===== config.mk =====
export PLATFORM = sky130hd
export DESIGN_NAME = move_cmd_gen
export DESIGN_NICKNAME = d
export VERILOG_FILES = /design/src/rtl/move_cmd_gen_pkg.sv /design/src/rtl/move_cmd_gen_sync2.sv /design/src/rtl/move_cmd_gen.sv
export SDC_FILE = /design/constraint.sdc
export NUM_CORES = 1
export LEC_CHECK = 0
export ABC_AREA = 1
export CORE_MARGIN = 4
export CORE_UTILIZATION = 30
export CTS_CLUSTER_DIAMETER = 200
export DETAILED_ROUTE_END_ITERATION = 10
export GPL_TIMING_DRIVEN = 0
export SYNTH_ARGS = -nofsm -noshare
export SYNTH_HDL_FRONTEND = slang
export SYNTH_SLANG_ARGS = --single-unit

===== constraint.sdc =====
create_clock -name clk -period 1.64 [get_ports clk]
set_input_delay 0.328 -clock clk [delete_from_list [all_inputs] [get_ports clk]]
set_output_delay 0.328 -clock clk [all_outputs]
set_load 0.05 [all_outputs]

===== src/rtl/move_cmd_gen_pkg.sv =====
// Shared game definitions: move directions, move-generator states and counter helpers.
// The same direction encoding is used by the player and path-finding blocks.
package move_cmd_gen_pkg;

    typedef enum logic [1:0] {
        DIR_UP    = 2'd0,
        DIR_DOWN  = 2'd1,
        DIR_LEFT  = 2'd2,
        DIR_RIGHT = 2'd3
    } dir_t;

    typedef enum logic [1:0] {
        ST_IDLE   = 2'd0,
        ST_ISSUE  = 2'd1,
        ST_DELAY  = 2'd2,
        ST_REPEAT = 2'd3
    } move_state_t;

    localparam int CNT_W = 24;
    localparam logic [CNT_W-1:0] CNT_MAX = '1;

    // Terminal count for a span of 'cycles' cycles, clamped to what the counter can hold.
    function automatic logic [CNT_W-1:0] term_count(input int unsigned cycles);
        if (cycles == 32'd0)
            return '0;
        if (cycles > 32'h0100_0000)
            return CNT_MAX;
        return CNT_W'(cycles - 32'd1);
    endfunction

endpackage


===== src/rtl/move_cmd_gen_sync2.sv =====
// Two-flop synchroniser for one asynchronous level input.
module sync2 (
    input  logic clk,
    input  logic rst,
    input  logic d,
    output logic q
);

    logic r_meta;
    logic r_q;

    always_ff @(posedge clk or posedge rst) begin
        if (rst) begin
            r_meta <= 1'b0;
            r_q    <= 1'b0;
        end else begin
            r_meta <= d;
            r_q    <= r_meta;
        end
    end

    assign q = r_q;

endmodule


===== src/rtl/move_cmd_gen.sv =====
// Turns held buttons/keys into single move requests with hold-to-repeat.
// state  | meaning
// IDLE   | nothing held (or waiting for the pending move to drain)
// ISSUE  | a repeat move was just raised
// DELAY  | direction held, waiting for auto-repeat to start
// REPEAT | auto-repeating every REPEAT_PERIOD cycles
module move_cmd_gen
    import move_cmd_gen_pkg::*;
#(
    parameter int unsigned REPEAT_DELAY  = 32'd6_000_000,
    parameter int unsigned REPEAT_PERIOD = 32'd2_500_000
) (
    input  logic       clk,
    input  logic       rst,
    input  logic       btn_up,
    input  logic       btn_down,
    input  logic       btn_left,
    input  logic       btn_right,
    input  logic       key_up,
    input  logic       key_down,
    input  logic       key_left,
    input  logic       key_right,
    input  logic       enable,
    input  logic       move_ready,
    output logic       move_valid,
    output logic [1:0] move_dir,
    output logic       held_any
);

    localparam logic [CNT_W-1:0] DELAY_TERM  = term_count(REPEAT_DELAY);
    localparam logic [CNT_W-1:0] PERIOD_TERM = term_count(REPEAT_PERIOD);

    logic [3:0]       w_raw;
    logic [3:0]       w_held;
    logic             w_any;
    dir_t             w_cur_dir;

    move_state_t      r_state, w_state_nxt;
    logic [CNT_W-1:0] r_cnt, w_cnt_nxt, w_cnt_inc;
    logic             r_valid, w_valid_nxt;
    dir_t             r_dir, w_dir_nxt;
    logic             w_slot_free;
    logic             w_issue;

    assign w_raw = {btn_right | key_right, btn_left | key_left,
                    btn_down | key_down, btn_up | key_up};

    for (genvar g = 0; g < 4; g++) begin : g_sync
        sync2 u_sync2 (
            .clk (clk),
            .rst (rst),
            .d   (w_raw[g]),
            .q   (w_held[g])
        );
    end

    assign w_any = |w_held;

    always_comb begin
        w_cur_dir = DIR_UP;
        if (w_held[0])
            w_cur_dir = DIR_UP;
        else if (w_held[1])
            w_cur_dir = DIR_DOWN;
        else if (w_held[2])
            w_cur_dir = DIR_LEFT;
        else if (w_held[3])
            w_cur_dir = DIR_RIGHT;
    end

    always_ff @(posedge clk or posedge rst) begin
        if (rst) begin
            r_state <= ST_IDLE;
            r_cnt   <= '0;
            r_valid <= 1'b0;
            r_dir   <= DIR_UP;
        end else begin
            r_state <= w_state_nxt;
            r_cnt   <= w_cnt_nxt;
            r_valid <= w_valid_nxt;
            r_dir   <= w_dir_nxt;
        end
    end

    always_comb begin
        w_state_nxt = r_state;
        w_cnt_nxt   = r_cnt;
        w_valid_nxt = r_valid && !move_ready;
        w_dir_nxt   = r_dir;
        w_issue     = 1'b0;
        w_slot_free = !r_valid || move_ready;
        w_cnt_inc   = (r_cnt == CNT_MAX) ? r_cnt : r_cnt + 24'd1;

        if (!enable) begin
            w_state_nxt = ST_IDLE;
            w_cnt_nxt   = '0;
            w_valid_nxt = 1'b0;
        end else if (!w_any) begin
            w_state_nxt = ST_IDLE;
            w_cnt_nxt   = '0;
        end else if (r_state == ST_IDLE || w_cur_dir != r_dir) begin
            // Fresh press or new winner; a superseded pending move must drain first.
            w_cnt_nxt = '0;
            if (w_slot_free) begin
                w_issue     = 1'b1;
                w_state_nxt = ST_DELAY;
            end else begin
                w_state_nxt = ST_IDLE;
            end
        end else if (r_state == ST_DELAY) begin
            if (r_cnt == DELAY_TERM) begin
                w_state_nxt = ST_REPEAT;
                w_cnt_nxt   = '0;
            end else begin
                w_cnt_nxt = w_cnt_inc;
            end
        end else begin
            // Period counter wraps freely; the tick sits at count 0 so the first
            // repeat follows the hold delay directly. Busy ticks are dropped.
            w_cnt_nxt = (r_cnt == PERIOD_TERM) ? '0 : w_cnt_inc;
            if (r_cnt == '0 && w_slot_free) begin
                w_issue     = 1'b1;
                w_state_nxt = ST_ISSUE;
            end else begin
                w_state_nxt = ST_REPEAT;
            end
        end

        if (w_issue) begin
            w_valid_nxt = 1'b1;
            w_dir_nxt   = w_cur_dir;
        end
    end

    assign move_valid = r_valid;
    assign move_dir   = r_dir;
    assign held_any   = w_any;

endmodule


==> results.json <==
{
  "cellPowerDensity_nw_per_um2": 750,
  "synthTopCellsByArea": "dfrtp_1 38%, nand2_1 14%, nor2_1 13%, nand3_1 9.2%, inv_1 7.9%",
  "core_area_um2": 7810,
  "tightest_slew_ps": 782,
  "violations": "negative setup slack",
  "rsz0062_at_grt": "yes",
  "ctsHoldBuffers": 0,
  "fin_crit_ps": 1780,
  "antenna_left": 0,
  "drc": 0,
  "yosysTopAreaCellShare_pct": 38.0,
  "fmax_mhz": 562,
  "clkTransAtPathRegs_ps": 80,
  "root_buffer": "clkbuf_8",
  "crit_path_end": "r_cnt[22]$_DFF_PP0_",
  "die_x_um": 98.2,
  "clk_latency_ps": 300,
  "holdPathStages": 0,
  "rr_endpoint": "r_cnt[22]$_DFF_PP0_",
  "nNetsFinal": 427,
  "post-route-period-util_pct": 109,
  "relSlewSlack_pct": 47.8,
  "drive_gt1_share_pct": 28.7,
  "critPathKind": "register to register",
  "cp-start-kind": "register",
  "synth_most_common_cell": "nand2_1",
  "path_max_fanout": 7,
  "rows": 32,
  "grt_pass1_wl_mm": 11.9,
  "maxSlewViolCount": 0,
  "place.gp.congestion": 0.889,
  "grt_max_degree": 38,
  "path_cells": "ha_4 > nand2_4 > nor2_4 > nand2_4 > nor2_4 > nand3_4 > buf_8 > nand3_4 > nand3_2 > nor2_1",
  "synth.avg_cell_area_um2": 6.57,
  "area_growth_pct": 39.1,
  "setup_viol_count_final": 24,
  "routed_wl_mm": 7.29,
  "hold_viol_final": 0,
  "critPathSlowestCell": "dfrtp_1",
  "hold_ws_ps": 352,
  "crit_start": "r_cnt[1]$_DFF_PP0_",
  "placed_cell_area_um2": 2720,
  "synth_edf_count": 0,
  "cpPeakStageDelay_ps": 420,
  "netlist_area_um2": 2440,
  "diodes": 0,
  "max-clock-path-buffers": 2,
  "synthTopCellsByCount": "90 x nand2_1, 84 x nor2_1, 51 x inv_1",
  "synthArstFlopShare_pct": 100,
  "clkSinkCount": 37,
  "fin_skew_ps": 10.1,
  "vias": 2521,
  "initial_core_util_pct": 31.2,
  "ir_drop_uv": 378,
  "numCtsBuffers": 5,
  "wl_per_cell_um": 14.1,
  "required_ps": 1860,
  "antenna_found_initial": 0,
  "dp_hpwl_mm": 4.71,
  "synth-seq-cells": 37,
  "drv_cap": 0,
  "yosysTopAreaCell": "dfrtp_1",
  "fp.dieH_um": 98.2,
  "drtIter0Drc": 148,
  "status": "complete, but fails checks",
  "grtUsageTotal_pct": 15.4,
  "r2r-start": "r_cnt[1]$_DFF_PP0_",
  "htreeDepth": 2,
  "portBuffers": 15,
  "rrSetupSlack_ps": -140,
  "ys_seq_area_share_pct": 38.0,
  "synth.distinct_cells": 26,
  "synth_flop_cell": "dfrtp_1",
  "io_pins": 16,
  "viasPerCell": 4.89,
  "gr-total-overflow": 0,
  "ff2ff_path_depth": 10,
  "grt_pass1_vias": 2441,
  "fin_area_um2": 3390,
  "hold_class": "register to register",
  "timing.final.ws_setup_ps": -139,
  "synth_fp_nets": 385,
  "cts_tree": "yes",
  "worstHoldStart": "g_sync[3].u_sync2.r_meta$_DFF_PP0_",
  "critPathArrivalTime_ps": 2000,
  "p_leak_nw": 1.51,
  "yosysWarnings": 0,
  "syn_inst": 371,
  "drt_pre_antenna_iters": 5,
  "die_area_um2": 9640,
  "critPathCaptureType": "register"
}
-- cell type report --
type                            count  area [µm²]
Buffer                              7        91.3
Clock buffer                        5        68.8
Clock inverter                      3        68.8
Fill cell                         787        4410
Inverter                           51         194
Multi-Input combinational cell    276        1550
Sequential cell                    37         926
Tap cell                          102         128
Timing Repair Buffer               35         368
-- registers in the layout, summed over array words and instances (netlist names) --
| signal | flops |
|---|---|
| g_sync.u_sync2.r_meta | 4 |
| r_cnt | 24 |
| move_valid | 1 |
| move_dir | 2 |
| g_sync.u_sync2.q | 4 |
| r_state | 2 |
-- cell families (layout without fill, tap and decap cells) --
family | after synthesis | in the layout | share of synthesized area (%)
AND/OR/NAND/NOR | 265 | 265 | 48.9
buffers and inverters | 58 | 101 | 10.1
flip-flops | 37 | 37 | 38.0
AO/OA/AOI/OAI | 9 | 9 | 2.00
adder cells (fa/ha/maj) | 2 | 2 | 1.03
-- cells in the final DEF, fill, tap and decap left out, types with 2 or more instances in the layout --
cell type        count
nor2_1              79
nand2_1             70
inv_1               48
dfrtp_1             37
nand3_2             29
nand2_2             21
nand3_1             16
buf_4               15
nand4_1             11
clkdlybuf4s50_1     11
nor2_4               8
nor3_1               8
nor2_2               6
or2_2                5
buf_6                5
o21ai_0              5
clkbuf_8             5
nand2_4              3
buf_8                3
buf_16               3
nand3_4              2
inv_2                2
nand3b_1             2
nor3b_1              2
bufinv_16            2
dlygate4sd2_1        2
-- how the worst min path moves through the flow --
stage | slack [ps] | endpoint
3_5_place_dp | 330 | g_sync[3].u_sync2.q$_DFF_PP0_
5_1_grt | 360 | g_sync[3].u_sync2.q$_DFF_PP0_
6_report | 350 | g_sync[3].u_sync2.q$_DFF_PP0_
3_3_place_gp | 330 | g_sync[1].u_sync2.q$_DFF_PP0_
2_1_floorplan | 330 | g_sync[0].u_sync2.q$_DFF_PP0_
4_1_cts | 350 | g_sync[3].u_sync2.q$_DFF_PP0_
-- through the flow --
step	power, mW	util (%)	TNS (ps)	std cells	worst slack [ps]
global route	2.65	43.5	-4520	516	-228
detailed placement	1.38	34.9	-6700	488	-323
finish	2.55	43.5	-2160	516	-139
global placement	1.38	34.9	-22800	488	-456
floorplan	1.25	-	0	371	11.5
CTS	2.49	41.9	-2930	511	-167
-- power breakdown --
part	leakage (nW)	total, mW	switching, mW	internal [mW]
registers	0.482	0.971	0.0254	0.946
logic	0.957	0.605	0.358	0.247
clock network	0.0687	0.970	0.358	0.612
-- critical path: cells and delay by family (launching register included) --
family,cells,cell delay [ps]
adder cells (fa/ha/maj),1,180
buffers and inverters,1,220
AND/OR/NAND/NOR,8,870
flip-flops,1,420
-- layer usage --
layer	wire length [µm]	vias to the layer above	GRT usage [%]
li1	-	1243	-
met1	3230	1185	20.2
met2	3610	80	26.2
met3	292	13	1.93
met4	169	0	5.36
met5	0	-	0
-- repair_timing --
| item | in CTS | in global routing |
|---|---|---|
| setup buffers | 11 | 5 |
| resized for setup | 69 | 27 |
| cloned | 4 | 0 |
| endpoints found under the setup margin | 29 | 30 |
| hold endpoints to repair | 0 | 0 |
| pin swaps | 24 | 16 |
Power figures use the tool's default switching activity.
